### config.mk
export PLATFORM = sky130hd
export DESIGN_NAME = pipeline_ctrl
export DESIGN_NICKNAME = d
export VERILOG_FILES = /design/src/rtl/pipeline_ctrl_pkg.sv /design/src/rtl/pipeline_perf_cnt.sv /design/src/rtl/pipeline_ctrl.sv
export SDC_FILE = /design/constraint.sdc
export NUM_CORES = 1
export LEC_CHECK = 0
export CAP_MARGIN = 20
export CORE_MARGIN = 2
export CORE_UTILIZATION = 35
export CTS_CLUSTER_DIAMETER = 50
export DETAILED_ROUTE_END_ITERATION = 16
export MAX_ROUTING_LAYER = met4
export PLACE_DENSITY_LB_ADDON = 0.15
export SYNTH_ARGS = -nofsm -noshare
export SYNTH_HDL_FRONTEND = slang
export SYNTH_SLANG_ARGS = --single-unit
### constraint.sdc
create_clock -name clk -period 2.6 [get_ports clk]
set_clock_uncertainty 0.2 [all_clocks]
set_input_delay 0.65 -clock clk [delete_from_list [all_inputs] [get_ports clk]]
set_output_delay 0.65 -clock clk [all_outputs]
set_load 0.02 [all_outputs]
### src/rtl/pipeline_ctrl_pkg.sv
// Shared types and encodings for the in-order pipeline control unit.
package pipeline_ctrl_pkg;

  typedef enum logic [1:0] {
    RUN    = 2'd0,
    DRAIN  = 2'd1,
    VECTOR = 2'd2
  } ctrl_state_e;

  localparam logic [1:0] PC_SEQ  = 2'b00;
  localparam logic [1:0] PC_BR   = 2'b01;
  localparam logic [1:0] PC_IVT  = 2'b10;
  localparam logic [1:0] PC_HOLD = 2'b11;

  localparam logic EPC_DEC = 1'b0;
  localparam logic EPC_BR  = 1'b1;

endpackage

### src/rtl/pipeline_perf_cnt.sv
// Saturating event counter; holds at all-ones once full.
module pipeline_perf_cnt #(
  parameter int CNT_W = 16
) (
  input  logic             clk,
  input  logic             rst,
  input  logic             inc,
  output logic [CNT_W-1:0] cnt
);

  always_ff @(posedge clk or negedge rst) begin
    if (!rst)                   cnt <= '0;
    else if (inc && cnt != '1)  cnt <= cnt + 1'b1;
  end

endmodule

### src/rtl/pipeline_ctrl.sv
// Pipeline register enable/flush, PC select and interrupt-entry sequencing.
// Optional perf counters (stall/flush/int) are built when PERF_CNT_EN is defined.
module pipeline_ctrl
  import pipeline_ctrl_pkg::*;
#(
  parameter int STAGES     = 5,
  parameter int EX_STAGE   = 2,
  parameter int REG_ADDR_W = 3,
  parameter int CNT_W      = 16
) (
  input  logic                  clk,
  input  logic                  rst,
  input  logic                  id_valid,
  input  logic [REG_ADDR_W-1:0] id_rsrc1,
  input  logic [REG_ADDR_W-1:0] id_rsrc2,
  input  logic                  id_use1,
  input  logic                  id_use2,
  input  logic                  ex_valid,
  input  logic                  ex_mem_read,
  input  logic [REG_ADDR_W-1:0] ex_rdst,
  input  logic                  br_taken,
  input  logic                  int_req,
  output logic [STAGES-2:0]     stage_en,
  output logic [STAGES-2:0]     stage_flush,
  output logic [1:0]            pc_sel,
  output logic                  epc_load,
  output logic                  epc_src,
  output logic                  int_ack
`ifdef PERF_CNT_EN
  ,
  output logic [CNT_W-1:0]      stall_cnt,
  output logic [CNT_W-1:0]      flush_cnt,
  output logic [CNT_W-1:0]      int_cnt
`endif
);

  localparam int NREG = STAGES - 1;
  localparam int DCW  = $clog2(STAGES);
  localparam logic [DCW-1:0]  DRAIN_LOAD = DCW'(STAGES - EX_STAGE - 1);
  // Registers feeding execute and everything younger.
  localparam logic [NREG-1:0] FRONT_MASK = NREG'((64'd1 << EX_STAGE) - 64'd1);
  localparam logic [NREG-1:0] EX_BUBBLE  = NREG'(64'd1 << (EX_STAGE - 1));

  if (EX_STAGE < 1 || EX_STAGE > STAGES - 2) begin : gBadEx
    $error("EX_STAGE out of range");
  end
  if (CNT_W < 1) begin : gBadCnt
    $error("CNT_W must be positive");
  end

  ctrl_state_e    state, stateNxt;
  logic [DCW-1:0] drainCnt, drainNxt;
  logic           armed, armedNxt;
  logic           loadUse, accept;

  assign loadUse = id_valid & ex_valid & ex_mem_read &
                   ((id_use1 & (id_rsrc1 == ex_rdst)) | (id_use2 & (id_rsrc2 == ex_rdst)));
  assign accept  = (state == RUN) & int_req & armed & ~br_taken & ~loadUse;

  always_ff @(posedge clk or negedge rst) begin
    if (!rst) begin
      state    <= RUN;
      drainCnt <= '0;
      armed    <= 1'b1;
    end else begin
      state    <= stateNxt;
      drainCnt <= drainNxt;
      armed    <= armedNxt;
    end
  end

  always_comb begin
    stateNxt = state;
    drainNxt = drainCnt;
    // A low request re-arms; a request held across entry is not taken twice.
    armedNxt = int_req ? armed : 1'b1;
    unique case (state)
      RUN: if (accept) begin
        stateNxt = DRAIN;
        drainNxt = DRAIN_LOAD;
        armedNxt = 1'b0;
      end
      DRAIN: begin
        if (drainCnt == '0) stateNxt = VECTOR;
        else                drainNxt = drainCnt - 1'b1;
      end
      VECTOR:  stateNxt = RUN;
      default: stateNxt = RUN;
    endcase
  end

  always_comb begin
    stage_en    = '1;
    stage_flush = '0;
    pc_sel      = PC_SEQ;
    epc_load    = 1'b0;
    epc_src     = EPC_DEC;
    int_ack     = 1'b0;
    if (!rst) begin
      stage_flush = '1;
      pc_sel      = PC_HOLD;
    end else begin
      unique case (state)
        RUN: begin
          if (br_taken) begin
            stage_flush = FRONT_MASK;
            pc_sel      = PC_BR;
          end else if (loadUse) begin
            stage_en[0] = 1'b0;
            stage_flush = EX_BUBBLE;
            pc_sel      = PC_HOLD;
          end else if (accept) begin
            stage_flush = FRONT_MASK;
            pc_sel      = PC_HOLD;
            epc_load    = 1'b1;
          end
        end
        DRAIN: begin
          stage_flush = FRONT_MASK;
          pc_sel      = PC_HOLD;
          // Branch resolving under drain: resume point becomes its target.
          if (br_taken) begin
            epc_load = 1'b1;
            epc_src  = EPC_BR;
          end
        end
        VECTOR: begin
          stage_flush[0] = 1'b1;
          pc_sel         = PC_IVT;
          int_ack        = 1'b1;
        end
        default: ;
      endcase
    end
  end

`ifdef PERF_CNT_EN
  logic stallInc, flushInc;
  assign stallInc = (state == RUN) & ~br_taken & loadUse;
  assign flushInc = (state == RUN) & br_taken;

  pipeline_perf_cnt #(.CNT_W(CNT_W)) uStallCnt (.clk(clk), .rst(rst), .inc(stallInc), .cnt(stall_cnt));
  pipeline_perf_cnt #(.CNT_W(CNT_W)) uFlushCnt (.clk(clk), .rst(rst), .inc(flushInc), .cnt(flush_cnt));
  pipeline_perf_cnt #(.CNT_W(CNT_W)) uIntCnt   (.clk(clk), .rst(rst), .inc(int_ack),  .cnt(int_cnt));
`endif

endmodule

==> flow_metrics.tcl, run 1 <==
set metrics [dict create \
    fin_nets 148 \
    crit_fanout 6 \
    worst_slack_ns -0.118 \
    period_share 1.05 \
    hold_ws_ns 0.165 \
    grt_usage 0.178 \
    drc 0 \
    powerDensity_nw_per_um2 879 \
    fmax_mhz 368 \
    clk_latency_ns 0.24 \
    chipHeight_um 48.1 \
    rows 15 \
    ir_drop_mv 0.642 \
    violations "negative setup slack" \
    antenna_found_initial 0 \
    final_max_slew_viol_count 0 \
    ys_seq_elements 6 \
    final_util 0.629 \
    path_cells "buf_8 > xnor2_2 > nand4_1 > a21oi_2 > buf_6 > o31ai_4 > o211ai_1 > buf_4" \
    grt.busiest_layer "met2" \
    ys_warn_count 0 \
    synth_area_leaders "dfrtp_1 18%, ha_1 13%, xnor2_1 7.7%" \
    drv_cap 0 \
    fin_area_um2 1120 \
    num_vias 716 \
    overflow 0 \
    clockBufferDepth 2 \
    min_period_ns 2.72 \
    crit_required_ns 1.75 \
    boundaryPins 31 \
    rr_startpoint "state[0]" \
    area_delta_synth_final_pct 65.2 \
    path_clk_slew_ns 0.05 \
    port_buffers 27 \
    grtUsageMet1 0.207 \
    ant_nets 0 \
    startpoint "ex_rdst[0]" \
    grt_first_pass_wirelength_um 2820 \
    critical-path-top-delay-family "compound AO/OA/AOI/OAI gates" \
    fp.dieW_um 48.1 \
    grtUsageMet3 0.0566 \
    preCtsSetupSlack_ns -0.939 \
    outcome "complete, but fails checks" \
    critPathKind "primary input to output pin" \
    yosysSeqAreaShare 0.223 \
    slowest_stage "a21oi_2" \
    initial_utilization 0.381 \
    rsz0062_at_grt "yes" \
    synth_cell_types 39 \
    wl_per_cell_um 13.1 \
    cts_tree "built" \
    h-tree-depth 1 \
    grt_max_degree 8 \
    cp.arrival_ns 1.87 \
    worst-path-buf-inv 3 \
    yosysTopAreaCell "dfrtp_1" \
    clock-sinks 6 \
    drt-initial-drc-count 13 \
    routed_wl_um 1930 \
    synth_top_area_frac 0.184 \
    n_antenna_cell 0 \
    grt_pass1_vias 671 \
    start_kind "primary input" \
    die-area_um2 2310 \
    synth_area_um2 679 \
    timing.final.setup_violations 5 \
    cts_buffers 3 \
    post_drt_via_cell_ratio 4.87 \
    core-area_um2 1780 \
    dp_cells 142 \
    dr.pass1.iters 4 \
    root_buffer "clkbuf_4" \
    placed_area_um2 1060 \
    grtUsageMet2 0.307 \
    stdcell_count 147 \
    min_path_type "primary input to asynchronous set/reset pin" \
    crit_path_end_kind "output pin" \
    slowest_delay_ns 0.21 \
    p_leak_nw 0.568 \
    drive_above_1_share 0.426 \
    hpwl_um 1460 \
    syn_inst 79 \
    syn_area_per_cell_um2 8.60 \
    hold_viol 0 \
    place.gp.congestion 0.860 \
]
[Yosys cell counts, drive strengths merged]
master	n
a21o	1
and2	2
nor4	1
nand2b	2
nor3	1
a21oi	3
o21ai	1
o211ai	1
and3	3
a41o	1
nand3	4
inv	6
o31a	2
ha	7
dfrtp	5
a22oi	1
a311o	1
nand2	4
mux2i	1
xnor2	6
dfstp	1
clkbuf	1
o221a	1
buf	6
and2b	1
a211o	1
nand4	3
nor3b	1
or2b	1
mux2	1
o31ai	1
nor2	4
a2bb2oi	1
o311ai	1
or3	1
conb	1
[cell families after synthesis]
| kind of cell | count (synthesis) | share of synthesized area |
|---|---|---|
| other | 1 | 0.00552 |
| AO/OA/AOI/OAI | 16 | 0.184 |
| adder cells (fa/ha/maj) | 7 | 0.129 |
| flip-flops | 6 | 0.223 |
| XOR/XNOR | 6 | 0.0773 |
| multiplexers | 2 | 0.0313 |
| buffers and inverters | 13 | 0.110 |
| AND/OR/NAND/NOR | 28 | 0.239 |
[worst register-to-register path: stages (launching register included)]
cell	delay (ns)
dfrtp_1	0.37
inv_1	0.09
ha_2	0.19
and2b_4	0.16
buf_4	0.11
nand3_2	0.08
buf_4	0.15
and2_4	0.17
o31a_1	0.29
a311o_1	0.31
[cell usage in the layout, fill, tap and decap left out, types with 2 or more instances in the layout]
cell,synthesis,layout
buf_8,0,2
clkbuf_4,0,3
buf_6,1,3
buf_4,5,18
conb_1,1,3
inv_1,6,6
ha_1,7,6
dfrtp_1,5,5
dlygate4sd2_1,0,11
a21oi_1,3,2
nand2b_1,2,2
nand4_1,3,3
xnor2_2,0,5
nand2_1,4,4
nor2_1,4,2
o31a_1,2,2
nand3_1,3,3
and3_1,3,2
buf_2,0,8
[final cells by class]
cell class	count	area, um2
Clock buffer	4	26.3
Fill cell	171	661
Inverter	6	22.5
Multi-Input combinational cell	62	541
Sequential cell	6	151
Tap cell	25	31.3
Timing Repair Buffer	44	350
[routing by layer]
metal	vias up	routed length [um]
li1	363	-
met4	0	0
met5	-	0
met2	27	972
met1	326	802
met3	0	155
[repair_timing]
action,in CTS,in global routing
gates cloned,0,0
resized for setup,85,7
pin swaps,13,8
hold buffers,0,0
buffers inserted,1,0
endpoints found under the setup margin,10,6
[final timing paths]
| path | end | slack (ns) | depth (start not counted) |
|---|---|---|---|
| worst max-delay path | pc_sel[0] | -0.12 | 8 |
| worst min-delay path | drainCnt[0] | 0.16 | 1 |
| worst max register to register | drainCnt[1] | 0.36 | 9 |
| worst min register to register | armed | 0.31 | 2 |
| max in group asynchronous | armed | 1.61 | 2 |
| min in group clk | armed | 0.31 | 2 |
[flip-flops by register name (all words and copies together), names as in the netlist]
signal    cells
armed         1
drainCnt      3
state         2
[power breakdown]
part,total [mW],leakage (nW),internal [mW],switching (mW)
clock,0.0928,0.0150,0.0582,0.0346
sequential,0.164,0.0732,0.140,0.0238
combinational,0.730,0.480,0.367,0.363
[stage by stage]
stage                     TNS (ns)  total power, mW
final                       -0.316            0.986
after global routing        -0.654             1.09
after CTS                   -0.224            0.982
after detailed placement     -6.54            0.887
after global placement       -6.22            0.873
after floorplan                  0            0.629
No activity file was read; power rests on OpenSTA's default activity.
==> run 2: changes to the inputs <==
CORE_MARGIN = 10   (was 2)
PLACE_DENSITY = 0.78   (was not set)
PLACE_DENSITY_LB_ADDON = not set   (was 0.15)
==> run 2 against run 1 <==
The flow still finishes with violations (negative setup slack). Die area is 78% higher. Design area rose by 6.7%. Worst setup slack worse by 0.0056 ns. Clock power increased by 6.6%. Clock-buffer cell count stayed put. Fmax down 0.21%. Cell count is 1.4% higher. Global-route usage down 6.9 points. First-iteration DRC count grew 120%.
==> flow_metrics.tcl, run 2 (synthesized netlist as in run 1, its figures left out) <==
set metrics [dict create \
    critPathKind "primary input to output pin" \
    grt_pass1_vias 730 \
    clockBufferDepth 2 \
    slowest_delay_ns 0.29 \
    die-area_um2 4100 \
    p_leak_nw 0.584 \
    antenna_found_initial 0 \
    chipHeight_um 64.1 \
    min_period_ns 2.72 \
    crit_fanout 4 \
    crit_required_ns 1.75 \
    worst-path-buf-inv 3 \
    rows 15 \
    timing.final.setup_violations 5 \
    final_common_cell "buf_4" \
    slew_headroom 0.658 \
    final_max_slew_viol_count 0 \
    drt-initial-drc-count 28 \
    post_drt_via_cell_ratio 5.13 \
    wl_per_cell_um 16.4 \
    min_path_type "primary input to asynchronous set/reset pin" \
    area_delta_synth_final_pct 76.2 \
    worst_path_most_repeated_cell "buf_6" \
    start_kind "primary input" \
    cts_tree "built" \
    overflow 0 \
    hold_ws_ns 0.242 \
    routed_wl_um 2450 \
    cp.arrival_ns 1.87 \
    root_buffer "clkbuf_4" \
    hold_viol 0 \
    clk_latency_ns 0.26 \
    placed_area_um2 1040 \
    path_clk_slew_ns 0.05 \
    final_cell_mix "18 x buf_4, 8 x dlygate4sd2_1, 8 x buf_6" \
    fin_nets 150 \
    largest_reg_flops 3 \
    drv_cap 0 \
    rsz0062_at_grt "yes" \
    p_total_mw 1.05 \
    place.gp.congestion 0.829 \
    grt_max_degree 9 \
    grt_first_pass_wirelength_um 3600 \
    crit_path_end_kind "output pin" \
    fp.dieW_um 64.1 \
    ant_nets 0 \
    drc 0 \
    grt_usage 0.109 \
    boundaryPins 31 \
    biggestRegsByFlops "drainCnt (3), state (2), armed (1)" \
    powerDensity_nw_per_um2 879 \
    worst_pin_slew_ns 0.512 \
    slowest_stage "a21oi_4" \
    dr.pass1.iters 4 \
    preCtsSetupSlack_ns -0.942 \
    n_antenna_cell 0 \
    critical-path-top-delay-family "compound AO/OA/AOI/OAI gates" \
    worst_slack_ns -0.124 \
    fmax_mhz 367 \
    fin_area_um2 1200 \
    core-area_um2 1780 \
    hpwl_um 1690 \
    regMostFlops "drainCnt" \
    h-tree-depth 1 \
    port_buffers 27 \
    cts_buffers 3 \
    path_cells "buf_8 > xnor2_2 > nand4_1 > a21oi_4 > buf_6 > nor2_4 > a21o_1 > buf_6" \
    initial_utilization 0.381 \
    holdBufCountCts 0 \
    drive_above_1_share 0.492 \
    violations "negative setup slack" \
    clock-sinks 6 \
    num_vias 764 \
    outcome "complete, but fails checks" \
    period_share 1.05 \
    ir_drop_mv 0.537 \
]
## run 2: final timing paths
path | start | to | slack [ns] | cells past startpoint
setup / recovery | ex_rdst[1] | epc_load | -0.12 | 8
min in group clk | armed | armed | 0.32 | 2
max in group asynchronous | rst | armed | 1.78 | 2
hold / removal | rst | drainCnt[0] | 0.24 | 2
setup reg to reg | state[1] | drainCnt[1] | 0.35 | 9
hold reg to reg | armed | armed | 0.32 | 2
## run 2: worst reg2reg max path, delay by kind of cell, from the launching register on
kind	cells	cell delay [ns]
AO/OA/AOI/OAI	2	0.60
adder cells (fa/ha/maj)	1	0.13
buffers and inverters	3	0.37
flip-flops	1	0.39
AND/OR/NAND/NOR	3	0.44
## run 2: layout make-up
| cell class | count | area [um2] |
|---|---|---|
| repair buffers | 46 | 394 |
| clock buffers | 4 | 26.3 |
| inverters | 6 | 22.5 |
| flip-flops and latches | 6 | 151 |
| fillers | 144 | 586 |
| multi-input cells | 62 | 572 |
| well taps | 25 | 31.3 |
## run 2: through the flow
stage	setup TNS, ns	utilization	cells
final	-0.518	0.672	149
after global routing	-0.839	0.672	149
after CTS	-0.270	0.622	146
after detailed placement	-6.41	0.584	139
after global placement	-6.36	0.584	139
after floorplan	0	-	81
## run 2: layer usage
metal	up-vias	GRT usage	share of wire
li1	366	-	-
met3	2	0.0226	0.058
met1	358	0.135	0.44
met5	-	-	0
met2	38	0.174	0.49
met4	0	0.0328	0.0069
## run 2: timing repair
item | 4_1_cts | 5_1_grt
endpoints found under the setup margin | 10 | 10
endpoints found under the hold margin | 0 | 0
pin swaps | 15 | 10
setup buffers | 3 | 3
gates resized for setup | 100 | 14
## run 2: where the power goes
group          internal [mW]  leakage [nW]  switching, mW
clock                 0.0586        0.0150         0.0403
combinational          0.402         0.496          0.384
sequential             0.140        0.0732         0.0278
total                  0.601         0.584          0.452
==> run 3: changes to the inputs <==
CELL_PAD_IN_SITES_DETAIL_PLACEMENT = 2   (was not set)
CELL_PAD_IN_SITES_GLOBAL_PLACEMENT = 2   (was not set)
CORE_MARGIN = not set   (was 10)
CORE_UTILIZATION = 22   (was 35)
PLACE_DENSITY = 0.86   (was 0.78)
==> run 3 against run 2 <==
The flow still finishes with violations (negative setup slack). First-iteration DRC count down 54%. Design area up 12%. Core utilization down 20 points. Critical path depth unchanged. Flip-flop and latch count unchanged. Cell count up 13%. Clock-buffer cell count unchanged. Combinational power up 21%. Largest power group unchanged.
==> flow_metrics.tcl, run 3 (synthesized netlist as in run 1, its figures left out) <==
set metrics [dict create \
    drv_cap 0 \
    boundaryPins 31 \
    critPathKind "primary input to output pin" \
    preCtsSetupSlack_ns -1.01 \
    largest_reg_flops 3 \
    slowest_delay_ns 0.25 \
    grt_usage 0.246 \
    final_cell_mix "34 x buf_4, 10 x dlygate4sd2_1, 7 x buf_6" \
    wl_per_cell_um 21.1 \
    fp.dieW_um 57.6 \
    clock-sinks 6 \
    startpoint "ex_rdst[1]" \
    ant_nets 0 \
    fin_nets 163 \
    cts_buffers 3 \
    core-area_um2 2830 \
    rsz0062_at_grt "yes" \
    num_vias 826 \
    min_period_ns 2.77 \
    hold_ws_ns 0.306 \
    min_path_type "flop to flop" \
    placed_area_um2 1080 \
    drive_above_1_share 0.547 \
    timing.final.setup_violations 9 \
    port_buffers 27 \
    biggestRegsByFlops "drainCnt (3), state (2), armed (1)" \
    routed_wl_um 3560 \
    crit_fanout 5 \
    worst_slack_ns -0.169 \
    rr_startpoint "state[1]" \
    area_delta_synth_final_pct 97.8 \
    die-area_um2 3310 \
    holdBufCountCts 0 \
    cp.arrival_ns 1.92 \
    initial_utilization 0.240 \
    path_cells "buf_6 > xnor2_4 > nand4_1 > a21oi_2 > buf_6 > nor2_4 > o311ai_4 > buf_6" \
    worst_path_most_repeated_cell "buf_6" \
    clockBufferDepth 2 \
    drc 0 \
    p_total_mw 1.22 \
    hpwl_um 2140 \
    final_common_cell "buf_4" \
    violations "negative setup slack" \
    fmax_mhz 361 \
    place.gp.congestion 0.868 \
    drt-initial-drc-count 13 \
    grt_first_pass_wirelength_um 5690 \
    period_share 1.06 \
    crit_required_ns 1.75 \
    overflow 0 \
    path_clk_slew_ns 0.04 \
    hold_viol 0 \
    ir_drop_mv 0.542 \
    root_buffer "clkbuf_4" \
    fillCellCount 317 \
    clk_latency_ns 0.27 \
    final_max_slew_viol_count 0 \
    grt_pass1_vias 993 \
    post_drt_via_cell_ratio 4.89 \
    grt_max_degree 8 \
    p_leak_nw 0.679 \
    chipHeight_um 57.6 \
    rows 19 \
    crit_path_end_kind "output pin" \
    dr.pass1.iters 4 \
    slowest_stage "o311ai_4" \
    cts_tree "built" \
    h-tree-depth 1 \
    outcome "complete, but fails checks" \
    regMostFlops "drainCnt" \
    antenna_found_initial 1 \
    min_from "armed" \
    start_kind "primary input" \
    powerDensity_nw_per_um2 905 \
    fin_area_um2 1340 \
]
==> run 3: routing by layer <==
| layer | vias to the layer above | wire length (um) | part of all wire | global-route usage |
|---|---|---|---|---|
| li1 | 396 | - | - | - |
| met3 | 4 | 101 | 0.028 | 0.0522 |
| met4 | 0 | 54 | 0.015 | 0.115 |
| met2 | 17 | 1800 | 0.51 | 0.394 |
| met1 | 409 | 1600 | 0.45 | 0.294 |
| met5 | - | 0 | 0 | - |
==> run 3: power breakdown <==
group,internal (mW),leakage (nW),switching (mW)
Clock,0.0586,0.0150,0.0414
Combinational,0.451,0.591,0.499
Sequential,0.140,0.0732,0.0263
Total,0.649,0.679,0.567
==> run 3: path summary, 6_finish.rpt <==
check,slack (ns),endpoint,depth (start not counted)
worst max-delay path,-0.17,pc_sel[1],8
worst min-delay path,0.31,armed,2
worst max register to register,0.31,drainCnt[1],8
worst min register to register,0.31,armed,2
max in group asynchronous,1.69,armed,2
min in group asynchronous,0.32,state[0],2
==> run 3: final cells by class <==
class / instances / area (um2) / area share
timing repair buffer: 59 / 495 / 0.369
clock buffer: 4 / 26.3 / 0.0196
antenna: 1 / 2.50 / 0.00186
tap: 31 / 38.8 / 0.0289
sequential: 6 / 151 / 0.113
inverter: 6 / 22.5 / 0.0168
multi-input combinational: 62 / 607 / 0.452
==> run 3: metrics by stage <==
stage,util,TNS (ns),std cells
floorplan,-,0,81
global placement,0.381,-6.29,149
detailed placement,0.381,-7.28,149
CTS,0.434,-0.296,165
global route,0.475,-1.03,169
finish,0.475,-0.696,169
==> run 3: critical path, delay by kind of cell <==
| family | cells | cell delay [ns] |
|---|---|---|
| compound gates | 2 | 0.46 |
| buf+inv | 3 | 0.44 |
| simple gates | 2 | 0.22 |
| xor+xnor | 1 | 0.16 |
==> run 3: what timing repair did <==
item                       in CTS  in global routing
setup endpoints to repair      10                 11
gates resized for setup       102                 17
pin swaps                      13                  9
buffers inserted               12                  4
